--- src/rtl/typhoon_pkg.sv ---
// Shared types and default geometry for the tiled render pipeline.
package typhoon_pkg;

    localparam int unsigned COORD_W      = 10;
    localparam int unsigned DEF_TILE_DIM = 8;
    localparam int unsigned DEF_SCREEN_W = 640;
    localparam int unsigned DEF_SCREEN_H = 480;

    typedef logic [COORD_W-1:0] coord_t;

    // Tile descriptor handed to a unit with its start pulse.
    typedef struct packed {
        coord_t x;
        coord_t y;
        logic   id;
    } tile_t;

    typedef enum logic [1:0] {
        S_IDLE,
        S_RUN,
        S_DRAIN,
        S_SWAP
    } sched_state_t;

endpackage

--- src/rtl/tile_scheduler_if.sv ---
// Handshake and coordinate bundle between the tile scheduler and the
// rasterizer, framebuffer streamer and VGA path.
interface tile_scheduler_if;
    import typhoon_pkg::*;

    logic   frameStart;
    logic   autoRun;
    logic   vblank;

    logic   rasterStart;
    logic   rasterDone;
    logic   rasterTileID;
    coord_t rasterX;
    coord_t rasterY;

    logic   streamStart;
    logic   streamDone;
    logic   streamTileID;
    coord_t streamX;
    coord_t streamY;

    logic   bufferSelect;
    logic   frameDone;
    logic   busy;

    modport master (
        input  frameStart, autoRun, vblank, rasterDone, streamDone,
        output rasterStart, rasterTileID, rasterX, rasterY,
        output streamStart, streamTileID, streamX, streamY,
        output bufferSelect, frameDone, busy
    );

    modport slave (
        output frameStart, autoRun, vblank, rasterDone, streamDone,
        input  rasterStart, rasterTileID, rasterX, rasterY,
        input  streamStart, streamTileID, streamX, streamY,
        input  bufferSelect, frameDone, busy
    );

endinterface

--- src/rtl/tile_scheduler_done_tracker.sv ---
// Per-unit pending flag: set by a start pulse, cleared by a rising edge of
// the unit's done level.
module done_tracker (
    input  logic clk,
    input  logic rst,
    input  logic start,
    input  logic done,
    output logic pending
);

    logic flag_q;
    logic done_prev_q;
    logic rise_c;

    assign rise_c = done & ~done_prev_q;

    always_ff @(posedge clk or posedge rst) begin
        if (rst) begin
            flag_q      <= 1'b0;
            done_prev_q <= 1'b0;
        end else begin
            done_prev_q <= done;
            if (start) begin
                flag_q <= 1'b1;
            end else if (rise_c) begin
                flag_q <= 1'b0;
            end
        end
    end

    // Edge seen this cycle already counts as cleared so the scheduler can
    // issue the next start on the following cycle.
    assign pending = flag_q & ~rise_c;

endmodule

--- src/rtl/tile_scheduler.sv ---
// Tile-by-tile frame sequencer: ping-pongs two tile buffers between the
// rasterizer and the framebuffer streamer, then flips the display buffer.
// Define TYPHOON_VSYNC_SWAP_EN to hold the buffer flip until vblank.
module tile_scheduler
    import typhoon_pkg::*;
#(
    parameter int unsigned TILE_DIM = DEF_TILE_DIM,
    parameter int unsigned SCREEN_W = DEF_SCREEN_W,
    parameter int unsigned SCREEN_H = DEF_SCREEN_H
) (
    input  logic             BOARD_CLK,
    input  logic             Reset,
    tile_scheduler_if.master bus
);

    localparam coord_t LAST_X = COORD_W'(SCREEN_W - TILE_DIM);
    localparam coord_t LAST_Y = COORD_W'(SCREEN_H - TILE_DIM);
    localparam coord_t STEP   = COORD_W'(TILE_DIM);

    sched_state_t state;
    tile_t        raster_q;
    tile_t        stream_q;
    logic         raster_start_q;
    logic         stream_start_q;
    logic         buf_sel_q;
    logic         frame_done_q;
    logic         busy_q;

    logic         raster_pending;
    logic         stream_pending;
    logic         go_c;
    logic         last_tile_c;
    logic         row_end_c;
    logic         issue_raster_c;
    logic         issue_stream_c;
    logic         swap_c;

`ifdef TYPHOON_VSYNC_SWAP_EN
    assign swap_c = bus.vblank;
`else
    logic vblank_unused;
    assign vblank_unused = bus.vblank;
    assign swap_c        = 1'b1;
`endif

    // Start-pulse decisions; also feed the pending trackers.
    always_comb begin
        issue_raster_c = 1'b0;
        issue_stream_c = 1'b0;
        go_c           = bus.frameStart | bus.autoRun;
        row_end_c      = (raster_q.x == LAST_X);
        last_tile_c    = row_end_c && (raster_q.y == LAST_Y);
        case (state)
            S_IDLE: begin
                issue_raster_c = go_c;
            end
            S_RUN: begin
                if (!raster_pending && !stream_pending) begin
                    issue_stream_c = 1'b1;
                    issue_raster_c = !last_tile_c;
                end
            end
            default: begin
            end
        endcase
    end

    done_tracker u_raster_trk (
        .clk     (BOARD_CLK),
        .rst     (Reset),
        .start   (issue_raster_c),
        .done    (bus.rasterDone),
        .pending (raster_pending)
    );

    done_tracker u_stream_trk (
        .clk     (BOARD_CLK),
        .rst     (Reset),
        .start   (issue_stream_c),
        .done    (bus.streamDone),
        .pending (stream_pending)
    );

    always_ff @(posedge BOARD_CLK or posedge Reset) begin
        if (Reset) begin
            state          <= S_IDLE;
            raster_q       <= '0;
            stream_q       <= '0;
            raster_start_q <= 1'b0;
            stream_start_q <= 1'b0;
            buf_sel_q      <= 1'b0;
            frame_done_q   <= 1'b0;
            busy_q         <= 1'b0;
        end else begin
            raster_start_q <= issue_raster_c;
            stream_start_q <= issue_stream_c;
            frame_done_q   <= 1'b0;
            case (state)
                S_IDLE: begin
                    busy_q <= go_c;
                    if (go_c) begin
                        raster_q <= '0;
                        state    <= S_RUN;
                    end
                end
                S_RUN: begin
                    if (issue_stream_c) begin
                        stream_q <= raster_q;
                        if (last_tile_c) begin
                            state <= S_DRAIN;
                        end else begin
                            raster_q.x  <= row_end_c ? '0 : raster_q.x + STEP;
                            raster_q.y  <= row_end_c ? raster_q.y + STEP : raster_q.y;
                            raster_q.id <= ~raster_q.id;
                        end
                    end
                end
                S_DRAIN: begin
                    if (!stream_pending) begin
                        state <= S_SWAP;
                    end
                end
                S_SWAP: begin
                    if (swap_c) begin
                        buf_sel_q    <= ~buf_sel_q;
                        frame_done_q <= 1'b1;
                        state        <= S_IDLE;
                    end
                end
                default: begin
                    state <= S_IDLE;
                end
            endcase
        end
    end

    assign bus.rasterStart  = raster_start_q;
    assign bus.rasterTileID = raster_q.id;
    assign bus.rasterX      = raster_q.x;
    assign bus.rasterY      = raster_q.y;
    assign bus.streamStart  = stream_start_q;
    assign bus.streamTileID = stream_q.id;
    assign bus.streamX      = stream_q.x;
    assign bus.streamY      = stream_q.y;
    assign bus.bufferSelect = buf_sel_q;
    assign bus.frameDone    = frame_done_q;
    assign bus.busy         = busy_q;

endmodule
--- src/flat_wrapper.sv ---
// flat-port wrapper written by rule: the top's interface ports become plain ports
module tile_scheduler_flat import typhoon_pkg::*;
#(
    parameter int unsigned TILE_DIM = DEF_TILE_DIM,
    parameter int unsigned SCREEN_W = DEF_SCREEN_W,
    parameter int unsigned SCREEN_H = DEF_SCREEN_H
)
  (BOARD_CLK, Reset, bus_frameStart, bus_autoRun, bus_vblank, bus_rasterDone, bus_streamDone, bus_rasterStart, bus_rasterTileID, bus_rasterX, bus_rasterY, bus_streamStart, bus_streamTileID, bus_streamX, bus_streamY, bus_bufferSelect, bus_frameDone, bus_busy);
  tile_scheduler_if bus_i ();
  input  logic BOARD_CLK;
  input  logic Reset;
  input wire logic [$bits(bus_i.frameStart)-1:0] bus_frameStart;
  input wire logic [$bits(bus_i.autoRun)-1:0] bus_autoRun;
  input wire logic [$bits(bus_i.vblank)-1:0] bus_vblank;
  input wire logic [$bits(bus_i.rasterDone)-1:0] bus_rasterDone;
  input wire logic [$bits(bus_i.streamDone)-1:0] bus_streamDone;
  output wire logic [$bits(bus_i.rasterStart)-1:0] bus_rasterStart;
  output wire logic [$bits(bus_i.rasterTileID)-1:0] bus_rasterTileID;
  output wire logic [$bits(bus_i.rasterX)-1:0] bus_rasterX;
  output wire logic [$bits(bus_i.rasterY)-1:0] bus_rasterY;
  output wire logic [$bits(bus_i.streamStart)-1:0] bus_streamStart;
  output wire logic [$bits(bus_i.streamTileID)-1:0] bus_streamTileID;
  output wire logic [$bits(bus_i.streamX)-1:0] bus_streamX;
  output wire logic [$bits(bus_i.streamY)-1:0] bus_streamY;
  output wire logic [$bits(bus_i.bufferSelect)-1:0] bus_bufferSelect;
  output wire logic [$bits(bus_i.frameDone)-1:0] bus_frameDone;
  output wire logic [$bits(bus_i.busy)-1:0] bus_busy;
  assign bus_i.frameStart = bus_frameStart;
  assign bus_i.autoRun = bus_autoRun;
  assign bus_i.vblank = bus_vblank;
  assign bus_i.rasterDone = bus_rasterDone;
  assign bus_i.streamDone = bus_streamDone;
  assign bus_rasterStart = bus_i.rasterStart;
  assign bus_rasterTileID = bus_i.rasterTileID;
  assign bus_rasterX = bus_i.rasterX;
  assign bus_rasterY = bus_i.rasterY;
  assign bus_streamStart = bus_i.streamStart;
  assign bus_streamTileID = bus_i.streamTileID;
  assign bus_streamX = bus_i.streamX;
  assign bus_streamY = bus_i.streamY;
  assign bus_bufferSelect = bus_i.bufferSelect;
  assign bus_frameDone = bus_i.frameDone;
  assign bus_busy = bus_i.busy;
  tile_scheduler #(.TILE_DIM(TILE_DIM), .SCREEN_W(SCREEN_W), .SCREEN_H(SCREEN_H)) u_core (.BOARD_CLK(BOARD_CLK), .Reset(Reset), .bus(bus_i));
endmodule
--- config.mk ---
export PLATFORM = sky130hd
export DESIGN_NAME = tile_scheduler_flat
export DESIGN_NICKNAME = d
export VERILOG_FILES = /design/src/rtl/typhoon_pkg.sv /design/src/rtl/tile_scheduler_if.sv /design/src/rtl/tile_scheduler_done_tracker.sv /design/src/rtl/tile_scheduler.sv /design/src/flat_wrapper.sv
export SDC_FILE = /design/constraint.sdc
export NUM_CORES = 1
export LEC_CHECK = 0
export BUFFER_PORTS_ARGS = -buffer_cell sky130_fd_sc_hd__buf_2
export CORE_MARGIN = 4
export CORE_UTILIZATION = 52
export DETAILED_ROUTE_END_ITERATION = 12
export PLACE_DENSITY = 0.87
export SYNTH_ARGS = -nofsm -noshare
export SYNTH_HDL_FRONTEND = slang
export SYNTH_HIERARCHICAL = 1
export SYNTH_SLANG_ARGS = --single-unit
--- constraint.sdc ---
create_clock -name BOARD_CLK -period 3.01 [get_ports BOARD_CLK]
set_clock_uncertainty 0.15 [all_clocks]
set_input_delay 0.1505 -clock BOARD_CLK [delete_from_list [all_inputs] [get_ports BOARD_CLK]]
set_output_delay 0.1505 -clock BOARD_CLK [all_outputs]
set_load 0.005 [all_outputs]
; ---- After elaboration in Yosys (flattened, before gate mapping)
; Cells that the tools add are included.
[word_totals]
output_inout_bits = 47
reg_bits = 53
input_bits = 7
[classes]
add_sub_neg = 2
mux = 20
eq_ne = 11
bitwise_logic = 11
reduce_logical = 13
[op_table]
columns = cell, n
row1 = $mux 21, 3
row2 = $pmux 21 s2, 1
row3 = $add 10x4->10 const B, 2
row4 = $mux 10, 2
row5 = $eq 10x10->1 const B, 1
row6 = $eq 10x9->1 const B, 1
row7 = $mux 1, 8
row8 = $mux 2, 4
row9 = $ne 2x1->1 const B, 4
row10 = $pmux 2 s4, 1
row11 = $reduce_and 4->1, 2
row12 = $not 1->1, 6
row13 = $reduce_bool 2->1, 3
row14 = $reduce_and 5->1, 1
row15 = $and 1x1->1, 4
row16 = $eq 2x2->1 const B, 2
row17 = $ne 2x2->1 const B, 2
row18 = $logic_not 1->1, 3
row19 = $eq 2x1->1 const B, 1
row20 = $logic_and 1x1->1, 2
row21 = $logic_not 2->1, 1
row22 = $pmux 1 s2, 1
row23 = $reduce_and 2->1, 1
row24 = $or 1x1->1, 1

; ---- Depth between registers and ports, before layout
[logic_depth]
ltp_word = 10
mapped_depth = 9

; ---- Modules after synthesis
; Netlist, hierarchy kept.
[by_module_without_submodules]
columns = mod, cells_each, instances, area_per_inst_um2
row1 = tile_scheduler, 177, 1, 1938.1
row2 = done_tracker, 6, 2, 81.3

; ---- Worst setup path before layout
; OpenSTA, ideal clock, no wires.
[synth_timing]
path_kind = register to register
start = reg u_core.state[0]
end = reg u_core.raster_q (netlist bit u_core/bus.rasterX[8])
stages_incl_launch_ff = 8
setup_ns = 0.124
n_path_buf = 1
required_ns = 2.736
arrival_ns = 1.952
slack_ns = 0.784
cell_sequence = dfrtp_1 inv_1 ha_1 nor3b_1 or3_1 buf_6 or2_2 a211o_1
[synth_via]
elab_chain_cells = 4
[synth_lines]
columns = element, line
row1 = "start, declared", tile_scheduler.sv:20  ; sched_state_t state;
row2 = "start signal, assigned", tile_scheduler.sv:86  ; state <= S_IDLE;
row3 = "start signal, assigned", tile_scheduler.sv:103  ; state <= S_RUN;
row4 = "start signal, assigned", tile_scheduler.sv:110  ; state <= S_DRAIN;
row5 = $eq 2x1->1, "tile_scheduler.sv:53, tile_scheduler.sv:98"
row6 = $mux 1, tile_scheduler.sv:53  ; case (state)
row7 = $ne 2x1->1 (no line), -
row8 = $reduce_and 4->1 (no line), -
row9 = "end, declared", tile_scheduler.sv:21  ; tile_t raster_q;
; Several ways; a longest one is shown, not always the timed one.
; A chain may end at the register's enable or synchronous reset.

; ---- Final worst setup path
[layout_timing]
start = in bus_streamDone
end = reg u_core.raster_q (netlist bit u_core/bus.rasterX[7])
[layout_via]
elab_chain_cells = 9
[layout_lines]
columns = element, line
row1 = "start, declared", flat_wrapper.sv:16  ; input wire logic [$bits(bus_i.streamDone)-1:0] bus_streamDone;
row2 = $and 1x1->1, tile_scheduler_done_tracker.sv:15  ; assign rise_c = done & ~done_prev_q;
row3 = $not 1->1, tile_scheduler_done_tracker.sv:33  ; assign pending = flag_q & ~rise_c;
row4 = $and 1x1->1, tile_scheduler_done_tracker.sv:33
row5 = net u_core.stream_pending, tile_scheduler.sv:30  ; logic stream_pending;
row6 = $logic_not 1->1, tile_scheduler.sv:58  ; if (!raster_pending && !stream_pending) begin
row7 = $logic_and 1x1->1, tile_scheduler.sv:58
row8 = $mux 1, tile_scheduler.sv:58
row9 = $mux 1, tile_scheduler.sv:53
row10 = $ne 2x1->1 (no line), -
row11 = $reduce_and 4->1 (no line), -
; The timed path passes the listed nets, and every way through them passes these cells.

==> metrics.cfg <==
[floorplan]
io_pins=54
die_area_um2=5120
die_w_um=71.6
rows=22
core_area_um2=3770
die_h_um=71.6
initial_utilization_pct=55.7

[route]
wl_um=4040
wl_per_cell_um=14.1
first_pass_iters=4
drcViolationCount=0
postRouteAntennaNets=0
vias_per_cell=5.54
drtIter0Drc=71
vias=1591

[global_route]
grt_usage_pct=16.6
antenna_found_initial=0
grt_overflow=0
grt_pass1_vias=1438
grt_pass1_wl_um=6670
grt_max_degree=21

[worst_setup_path]
arrival_ns=2.53
reg2reg_to=u_core/bus.rasterX[7]$_DFFE_PP0P_
crit_required_ns=3.07
startpoint_type=primary input
crit_fanout=10
regToRegSetupSlack_ns=0.60
worstReg2RegStart=u_core/state[0]$_DFFE_PP0P_
crit_path_end_kind=register
crit_type=primary input to register
worst_r2r_path_depth=6
slowest_delay_ns=0.55
crit_slowest_cell=or4_1
crit_path_cell_trace=dlygate4sd3_1 -> buf_2 -> nand2b_4 -> and2_1 -> o21a_1 -> or3_1 -> or4_1 -> a21oi_1

[placed_design]
port_buffers=40
dp_hpwl_um=3080
gp_congestion=0.881
placed_cells=276

[cts]
cts_sinks=41
cts.clk_slew.worst_paths_ns=0.07
cts_buffers=5
ctsLongestPathBuffers=2
clk_latency_ns=0.30
cts_tree=yes
htree_levels=2
ctsResizeCount=0
cts-root-buf=clkbuf_8

[final_layout]
fin_nets=253
synthToLayoutAreaGrowth_pct=16.4
drive_gt1_share_pct=31.8
finalNonFillerCells=287
diodes=0

[synth]
synth.area.mux_share_pct=8.52
synthAdderAreaFrac_pct=4.17
syn_inst=189
synth-compound-area-share_pct=13.7
yosysMostFrequentCell=dfrtp_1
synth_cell_types=48
ys_seq_area_share_pct=48.8
netlist_area_um2=2100
synthArstFlopShare_pct=100
synth-seq-cells=41
synth_area_leader_cell=dfrtp_1
synth_top_flop_cell=dfrtp_1
yosys-top-cells-count=dfrtp_1 (41), mux2_2 (15), buf_4 (12)
ys_top_cells_by_area=dfrtp_1 (49%), mux2_2 (8.0%), buf_4 (4.3%), ha_1 (4.2%), o21ai_0 (2.4%)
synth_edf_count=0
synth-simple-area-share_pct=16.8
yosysWarnings=6
synth_top_area_share_pct=48.8
syn_area_per_cell_um2=11.1
synth_top_family_by_area=simple AND/OR/NAND/NOR gates
synth_xor_area_share_pct=0.417

[min_path]
hold_path.class=primary input to register
hold_start=bus_autoRun
hold_path_end=u_core/bus.rasterStart$_DFF_PP0_
hold_depth=3

[sta]
hold_violations=0
fin_crit_ns=2.46
rsz0062_at_grt=no
max_freq_ghz=0.406
maxSlewViolCount=0
slew_headroom_pct=52.5
fin_crit_sh_pct=81.8
setup_tns_ns=0
setup_viol=0
worst_pin_slew_ns=0.706

[status]
status=complete, no violations

[job]
cap_violations=0

[pwr]
p_per_area_nw_per_um2=706
p_leak_nw=1.24
irDropWorstVdd_uv=318
finalPower_mw=1.73

==> sequential cells by signal, indices dropped and copies added (netlist names), 2 cells and up <==
register            cells
u_core/bus.streamX      7
u_core/state            2
u_core/bus.rasterY      7
u_core/bus.streamY      7
u_core/bus.rasterX      7
==> power breakdown <==
part / switching (mW) / internal, mW
combinational: 0.366 / 0.282
sequential: 0.0718 / 0.655
clock: 0.171 / 0.182
total: 0.609 / 1.12
==> per-layer routing <==
| layer | global-route usage (%) | vias to the layer above | part of all wire [%] |
|---|---|---|---|
| li1 | - | 770 | - |
| met1 | 21.7 | 758 | 44 |
| met2 | 25.6 | 53 | 46 |
| met3 | 3.65 | 10 | 6.9 |
| met4 | 9.19 | 0 | 2.5 |
| met5 | 0 | - | 0 |
==> area by class of cell <==
| cell class | instances | area, µm² |
|---|---|---|
| Timing Repair Buffer | 49 | 278 |
| Tap cell | 48 | 60.1 |
| Multi-Input combinational cell | 134 | 966 |
| Inverter | 8 | 30.0 |
| Fill cell | 320 | 1330 |
| Sequential cell | 41 | 1030 |
| Clock buffer | 7 | 86.3 |
==> metrics by stage <==
stage                     worst slack (ns)  area [µm²]  util [%]  hold slack (ns)
after floorplan                      0.784        2140         -           -0.258
after global placement               0.666        2320      61.5           -0.123
after detailed placement             0.596        2320      61.5           -0.118
after CTS                            0.533        2450      64.9           0.0124
after global routing                 0.453        2450      64.9           0.0583
final                                0.549        2450      64.9           0.0122
==> worst max-delay path: cells and delay by family <==
| family | cells | cell delay, ns |
|---|---|---|
| buffers and inverters | 2 | 0.66 |
| and+or+nand+nor | 4 | 1.30 |
| AOI/OAI and AO/OA | 2 | 0.41 |
==> worst max path at each step <==
| stage | start | endpoint | slack (ns) | depth (start not counted) |
|---|---|---|---|---|
| global placement | u_core/state[0]$_DFFE_PP0P_ | u_core/bus.rasterX[8]$_DFFE_PP0P_ | 0.67 | 6 |
| finish | bus_streamDone | u_core/bus.rasterX[7]$_DFFE_PP0P_ | 0.55 | 8 |
| CTS | bus_streamDone | u_core/bus.rasterX[7]$_DFFE_PP0P_ | 0.53 | 8 |
| global route | u_core/state[1]$_DFFE_PP0P_ | u_core/bus.rasterX[8]$_DFFE_PP0P_ | 0.45 | 7 |
| floorplan | u_core/state[0]$_DFFE_PP0P_ | u_core/bus.rasterX[8]$_DFFE_PP0P_ | 0.78 | 7 |
| detailed placement | u_core/state[0]$_DFFE_PP0P_ | u_core/bus.rasterX[7]$_DFFE_PP0P_ | 0.60 | 6 |
==> timing repair <==
item,in CTS,in global routing
setup buffers,0,0
hold endpoints to repair,24,0
hold buffers,4,0
==> placed cells by master (no fill, tap or decap), types with 6 or more instances in the layout <==
cell type,n
conb_1,12
clkbuf_8,6
mux2_2,15
o31ai_1,6
o21ai_0,10
nand2_1,9
dfrtp_1,41
buf_2,40
nand3_1,9
ha_1,7
inv_1,8
==> logic make-up after synthesis <==
kind of cell | Yosys count
compound gates | 42
xor+xnor | 1
fa+ha+maj | 7
buf+inv | 25
flops | 41
mux | 16
other cells | 1
simple gates | 56
No activity file was read; power rests on OpenSTA's default activity.
